[config.mk]
export PLATFORM = sky130hd
export DESIGN_NAME = abba_gen
export DESIGN_NICKNAME = d
export VERILOG_FILES = /design/src/rtl/abba_gen.sv
export SDC_FILE = /design/constraint.sdc
export NUM_CORES = 1
export LEC_CHECK = 0
export CORE_AREA = 2 2 39 41
export DETAILED_ROUTE_END_ITERATION = 12
export DIE_AREA = 0 0 41 43
export DONT_BUFFER_PORTS = 1
export PLACE_DENSITY_LB_ADDON = 0.15
export SLEW_MARGIN = 10
export SYNTH_ARGS = -nofsm -noshare
export SYNTH_HDL_FRONTEND = slang
export SYNTH_SLANG_ARGS = --single-unit
[constraint.sdc]
create_clock -name clock -period 1.8 [get_ports clock]
set_clock_uncertainty 0.2 [all_clocks]
set_input_delay 0 -clock clock [delete_from_list [all_inputs] [get_ports clock]]
set_output_delay 0 -clock clock [all_outputs]
set_load 0.02 [all_outputs]
[src/rtl/abba_gen.sv]
// -----------------------------------------------------------------------------
// abba_gen : symbol-sequence generator for the "abba" Mealy recogniser (m1).
//
// When start is seen while idle, the block emits the word a, b, b, a on x,
// REPS times back to back. Each symbol stays on x for HOLD clock cycles. After
// the last symbol it spends one cycle in DONE, with done high and busy still
// high, and then returns to idle.
//
// Parameters:
//   A_SYM, B_SYM, IDLE_SYM : symbol encodings for a, b and idle
//   HOLD                   : cycles each symbol stays on x (1..255)
//   REPS                   : abba words emitted per start (1..255)
//
// Ports:
//   clock   in   rising-edge clock
//   reset_n in   asynchronous active-low reset
//   start   in   transmission request; honoured only while idle
//   x       out  [1:2] registered symbol to the recogniser
//   valid   out  high while x carries a word symbol
//   busy    out  high from the accepted start through the done cycle
//   done    out  one-cycle pulse after the last symbol
//
// Optional feature macro: ABBA_GEN_LOOP_EN
//   When defined, start still high at the end of the final word restarts
//   emission at once, with no DONE cycle. done pulses only when start is low
//   at that boundary.
// -----------------------------------------------------------------------------
module abba_gen #(
  parameter logic [1:0] A_SYM    = 2'b01,
  parameter logic [1:0] B_SYM    = 2'b10,
  parameter logic [1:0] IDLE_SYM = 2'b00,
  parameter int         HOLD     = 1,
  parameter int         REPS     = 1
) (
  input  logic       clock,
  input  logic       reset_n,
  input  logic       start,
  output logic [1:2] x,
  output logic       valid,
  output logic       busy,
  output logic       done
);

  localparam logic [7:0] HOLD_LAST = 8'(HOLD - 1);
  localparam logic [7:0] REPS_LAST = 8'(REPS - 1);

  typedef enum logic [1:0] {
    S_IDLE = 2'd0,
    S_EMIT = 2'd1,
    S_DONE = 2'd2
  } state_t;

  state_t     state;
  logic [1:0] idx;
  logic [7:0] hold_cnt;
  logic [7:0] rep_cnt;

  // Map a word position (0..3) to its symbol: a b b a.
  function automatic logic [1:2] sym_of(input logic [1:0] pos);
    return (pos == 2'd0 || pos == 2'd3) ? A_SYM : B_SYM;
  endfunction

  always_ff @(posedge clock or negedge reset_n) begin
    if (!reset_n) begin
      state    <= S_IDLE;
      idx      <= 2'd0;
      hold_cnt <= 8'd0;
      rep_cnt  <= 8'd0;
      x        <= IDLE_SYM;
      valid    <= 1'b0;
      busy     <= 1'b0;
      done     <= 1'b0;
    end else begin
      done <= 1'b0;
      case (state)
        S_IDLE: begin
          if (start) begin
            state    <= S_EMIT;
            idx      <= 2'd0;
            hold_cnt <= 8'd0;
            rep_cnt  <= 8'd0;
            x        <= A_SYM;
            valid    <= 1'b1;
            busy     <= 1'b1;
          end
        end

        S_EMIT: begin
          if (hold_cnt < HOLD_LAST) begin
            hold_cnt <= hold_cnt + 8'd1;
          end else begin
            hold_cnt <= 8'd0;
            if (idx < 2'd3) begin
              idx <= idx + 2'd1;
              x   <= sym_of(idx + 2'd1);
            end else if (rep_cnt < REPS_LAST) begin
              // Next word follows immediately, no idle symbol in between.
              idx     <= 2'd0;
              rep_cnt <= rep_cnt + 8'd1;
              x       <= A_SYM;
            end
`ifdef ABBA_GEN_LOOP_EN
            else if (start) begin
              // Start still high at the final boundary: restart the full run.
              idx     <= 2'd0;
              rep_cnt <= 8'd0;
              x       <= A_SYM;
            end
`endif
            else begin
              state <= S_DONE;
              x     <= IDLE_SYM;
              valid <= 1'b0;
              done  <= 1'b1;
            end
          end
        end

        S_DONE: begin
          // start is ignored here; a new request must be seen in idle.
          state <= S_IDLE;
          busy  <= 1'b0;
        end

        default: begin
          state <= S_IDLE;
          x     <= IDLE_SYM;
          valid <= 1'b0;
          busy  <= 1'b0;
        end
      endcase
    end
  end

endmodule
# Word level (Yosys, flattened, before mapping)
# Index checks and enable logic that the tools add are counted.
# Widths: inputs -> output; s select.
dict set report classes {
  addsub 3
  order_cmp 3
  n_eq_ne 9
  mux 32
  bitwise 2
  n_reduce_logical 11
}
# op n
set ops {}
lappend ops {{$mux 8} 5}
lappend ops {{$pmux 8 s2} 2}
lappend ops {{$mux 2} 11}
lappend ops {{$add 8x1->8 const B} 2}
lappend ops {{$lt 8x1->1 const B} 2}
lappend ops {{$ne 2x2->1 const B} 5}
lappend ops {{$reduce_and 5->1} 2}
lappend ops {{$mux 1} 9}
lappend ops {{$pmux 2 s2} 2}
lappend ops {{$reduce_and 4->1} 2}
lappend ops {{$pmux 2 s3} 1}
lappend ops {{$eq 2x2->1 const B} 2}
lappend ops {{$logic_not 2->1} 2}
lappend ops {{$reduce_and 2->1} 2}
lappend ops {{$ne 3x3->1 const B} 1}
lappend ops {{$pmux 1 s3} 1}
lappend ops {{$reduce_and 3->1} 1}
lappend ops {{$add 2x1->2 const B} 1}
lappend ops {{$eq 2x1->1 const B} 1}
lappend ops {{$lt 2x2->1 const B} 1}
lappend ops {{$not 1->1} 2}
lappend ops {{$pmux 1 s2} 1}
lappend ops {{$reduce_bool 2->1} 1}
lappend ops {{$logic_or 1x1->1} 1}
dict set report word_totals {
  ff_bits 25
  inputBits 3
  elab_cells 68
}

# Longest topological paths before layout
dict set report depth {
  word_depth 7
  ltp_mapped 5
  depth_no_buf 5
}

# Least setup slack after synthesis
# Ideal clock, no wire load.
dict set report synth_timing {
  kind {register to register}
  start {register idx[0]}
  end {register idx[0]}
  setup_time_ns 0.121
  arrival_ns 1.171
  setup_slack_ns 0.308
  stages_incl_launch_ff 5
  path_buffers 0
  synth_period_minus_slack_ns 1.492
  path_cell_list {dfrtp_1 -> ha_1 -> nor2_2 -> mux2_2 -> a22o_1}
}
dict set report synth_via {
  elab_chain_len 4
  elab_cells_between_ends 7
  cone_classes {add/sub (1); order compare (1); eq/ne (1); mux (3); reduce/logical (1)}
}
# element line_no
set synth_rtl {}
lappend synth_rtl {{start: declaration} 54} ;# logic [1:0] idx;
lappend synth_rtl {{start signal: assignment} 94} ;# idx <= idx + 2'd1;
lappend synth_rtl {{$add 2x1->2 / $lt 2x2->1 (equally long branches)} {94, 93}}
lappend synth_rtl {{$mux 2} 93} ;# if (idx < 2'd3) begin
lappend synth_rtl {{$mux 2} 89} ;# if (hold_cnt < HOLD_LAST) begin
lappend synth_rtl {{$pmux 2 s2} 75} ;# case (state)
# Several ways; a longest one is shown, not always the timed one. The select of a mux whose other input is x is not followed.
# A chain may end at the register's enable or synchronous reset.

# Final worst setup path
# Ends and elaborated chain as after synthesis.

==> flow_summary.yaml <==
global_routing:
  met3_usage_pct: 6.283
  globalRouteMet2Util_pct: 13.44
  grt_usage_pct: 10.92
  grt_max_degree: 12
  grt_pass1_vias: 288
  grt_pass1_wl_um: 1262
  overflow: 0
  top_usage_layer: "met1"
  grtUsageMet1_pct: 14.14
  grt_antenna_before_repair: 0
worst_setup_path:
  crit_buf_inv: 0
  critical_path.top_delay_family: "flip-flops"
  end_kind: "flop"
  r2r_cells: 4
  cp_cell_sequence: "ha_1 > nor2_2 > mux2_2 > a22o_1"
  crit_fanout: 7
  startpoint_type: "flop"
  max_stage_delay_ps: 420
  reg2reg_slack_ps: 160
  worstSetupPathType: "flop to flop"
  cp_slowest_cell: "dfrtp_1"
  required_ps: 1750
  critPathArrivalTime_ps: 1590
  r2r-start: "idx[0]"
  r2r-end: "idx[0]"
sta:
  period_share_pct: 90.85
  drv_slew: 0
  fmax_mhz: 611.5
  finalHoldViolCount: 0
  rsz0062_at_grt: "no"
  worst_pin_slew_ps: 409.4
  period_minus_slack_ps: 1635
  relSlewSlack_pct: 72.62
  setup_tns_ps: 0
  report.final.setup_viol: 0
  whs_ps: 388.1
detailed_routing:
  dr_total_vias: 295
  dr.pass1.iters: 2
  drtIter0Drc: 9
  drtAntennaViolNets: 0
  drc_errors: 0
  wire_per_inst_um: 12.38
  routed_via_density: 4.836
  wl_um: 755
synth:
  netlist_area_um2: 411.6
  synth.distinct_cells: 19
  synth_nets: 45
  ys_warn_count: 0
  synthCells: 40
  synth_seq_cells: 9
  yosys-top-cells-area: "dfrtp_1, ha_1, a22o_1"
  synth_top_area_share_pct: 54.71
  syn_area_per_cell_um2: 10.29
  ys_seq_area_share_pct: 54.71
  yosys.area.top_type: "dfrtp_1"
cts:
  clock-sinks: 9
  cts.clk_slew.worst_paths_ps: 60
  clk_latency_ps: 260
  cts_tree: "built"
  htreeDepth: 1
  root_buffer: "clkbuf_4"
  cts_inserted_buffers: 3
  cts_resized: 0
  cts_max_path_buffers: 2
pwr:
  power_switching_uw: 393.2
  seqPwrFrac_pct: 49.3
  combPwrFrac_pct: 33.6
  leakage_nw: 0.2224
  powerDensity_nw_per_um2: 1975
  ir_drop_mv: 0.6183
  power_uw: 939.1
  internal-power_uw: 545.9
  p_sw_share_pct: 41.87
  clockPowerShare_pct: 17.1
min_path:
  hold_class: "flop to flop"
  hold_path_depth: 1
  hp-start: "idx[1]"
  min_to: "idx[1]"
final_layout:
  finalCoreUtilization_pct: 34.36
  nets: 51
  n_fill_cell: 142
  final_common_cell: "dfrtp_1"
  area.growth.synth_to_final_pct: 15.50
  stdcell_area_um2: 475.5
  seq_area_um2: 225.2
  drive_gt1_share_pct: 13.33
  diodes: 0
  final_cell_mix: "dfrtp_1, nor2_1, inv_1"
  multiInputGateArea_um2: 155.1
outcome:
  status: "completed"
placement:
  place_area_um2: 419.2
  portBuffers: 0
  place_congestion: 0.7084
  dp_hpwl_um: 524.9
floorplan:
  die_w_um: 41
  rows: 14
  die-area_um2: 1763
  start_util_pct: 29.75
  die_y_um: 43
  core_um2: 1384
  ios: 8
job:
  cap_violations: 0
## through the flow
stage               cells  setup slack, ps
finish                 61            164.8
global route           61            115.0
CTS                    61            177.4
detailed placement     54            189.7
global placement       54            257.1
floorplan              40            308.2
## synth_stat cells
cell / instances
xor2_1: 1
mux2_2: 1
buf_2: 1
nor2_1: 4
o21bai_1: 1
nand2_1: 2
o31ai_1: 1
buf_4: 1
o22ai_1: 2
nor2_2: 1
nor2b_1: 1
inv_2: 1
a22o_1: 2
inv_1: 4
nand3_1: 1
o21ai_0: 2
dfrtp_1: 9
ha_1: 2
a21oi_1: 3
## repair_timing
action                                 CTS  global route
setup buffers                            0             0
hold buffers                             3             0
endpoints found under the hold margin   16             0
## worst max path at each step
| stage | to | depth (start not counted) | slack [ps] | from |
|---|---|---|---|---|
| floorplan | idx[0] | 4 | 310 | idx[0] |
| finish | idx[0] | 4 | 160 | idx[0] |
| global route | idx[0] | 4 | 120 | idx[0] |
| global placement | idx[0] | 4 | 260 | idx[0] |
| detailed placement | idx[0] | 4 | 190 | idx[0] |
| CTS | idx[0] | 4 | 180 | idx[0] |
## logic make-up (layout without fill, tap and decap cells)
kind of cell | Yosys count | count (layout) | synth area share, %
AO/OA/AOI/OAI | 11 | 11 | 17.02
flip-flops | 9 | 9 | 54.71
AND/OR/NAND/NOR | 9 | 9 | 9.727
buffers and inverters | 7 | 12 | 7.596
adder cells (fa/ha/maj) | 2 | 2 | 6.078
XOR/XNOR | 1 | 1 | 2.128
multiplexers | 1 | 1 | 2.735
## registers in the layout (all words and copies together) (netlist names)
register	flops
state	2
idx	2
done	1
busy	1
valid	1
x	2
## per-layer routing
metal  wire length [um]  up-vias
met4                 18        0
met5                  0        -
met2                350       11
met3                 64        3
li1                   -      143
met1                322      138
## power by group through the flow
stage	combinational [mW]	clock, mW	sequential [mW]
floorplan	0.308	0	0.411
global placement	0.298	0	0.464
detailed placement	0.304	0	0.468
CTS	0.316	0.164	0.464
global route	0.366	0.180	0.482
finish	0.316	0.161	0.463
## final cells by class
type / instances / area share, %
repair buffers: 3 / 6.316
clock buffers: 4 / 5.526
inverters: 5 / 3.947
flip-flops and latches: 9 / 47.37
well taps: 16 / 4.211
multi-input cells: 24 / 32.63
Note: power is estimated with default switching activity, not from simulation.
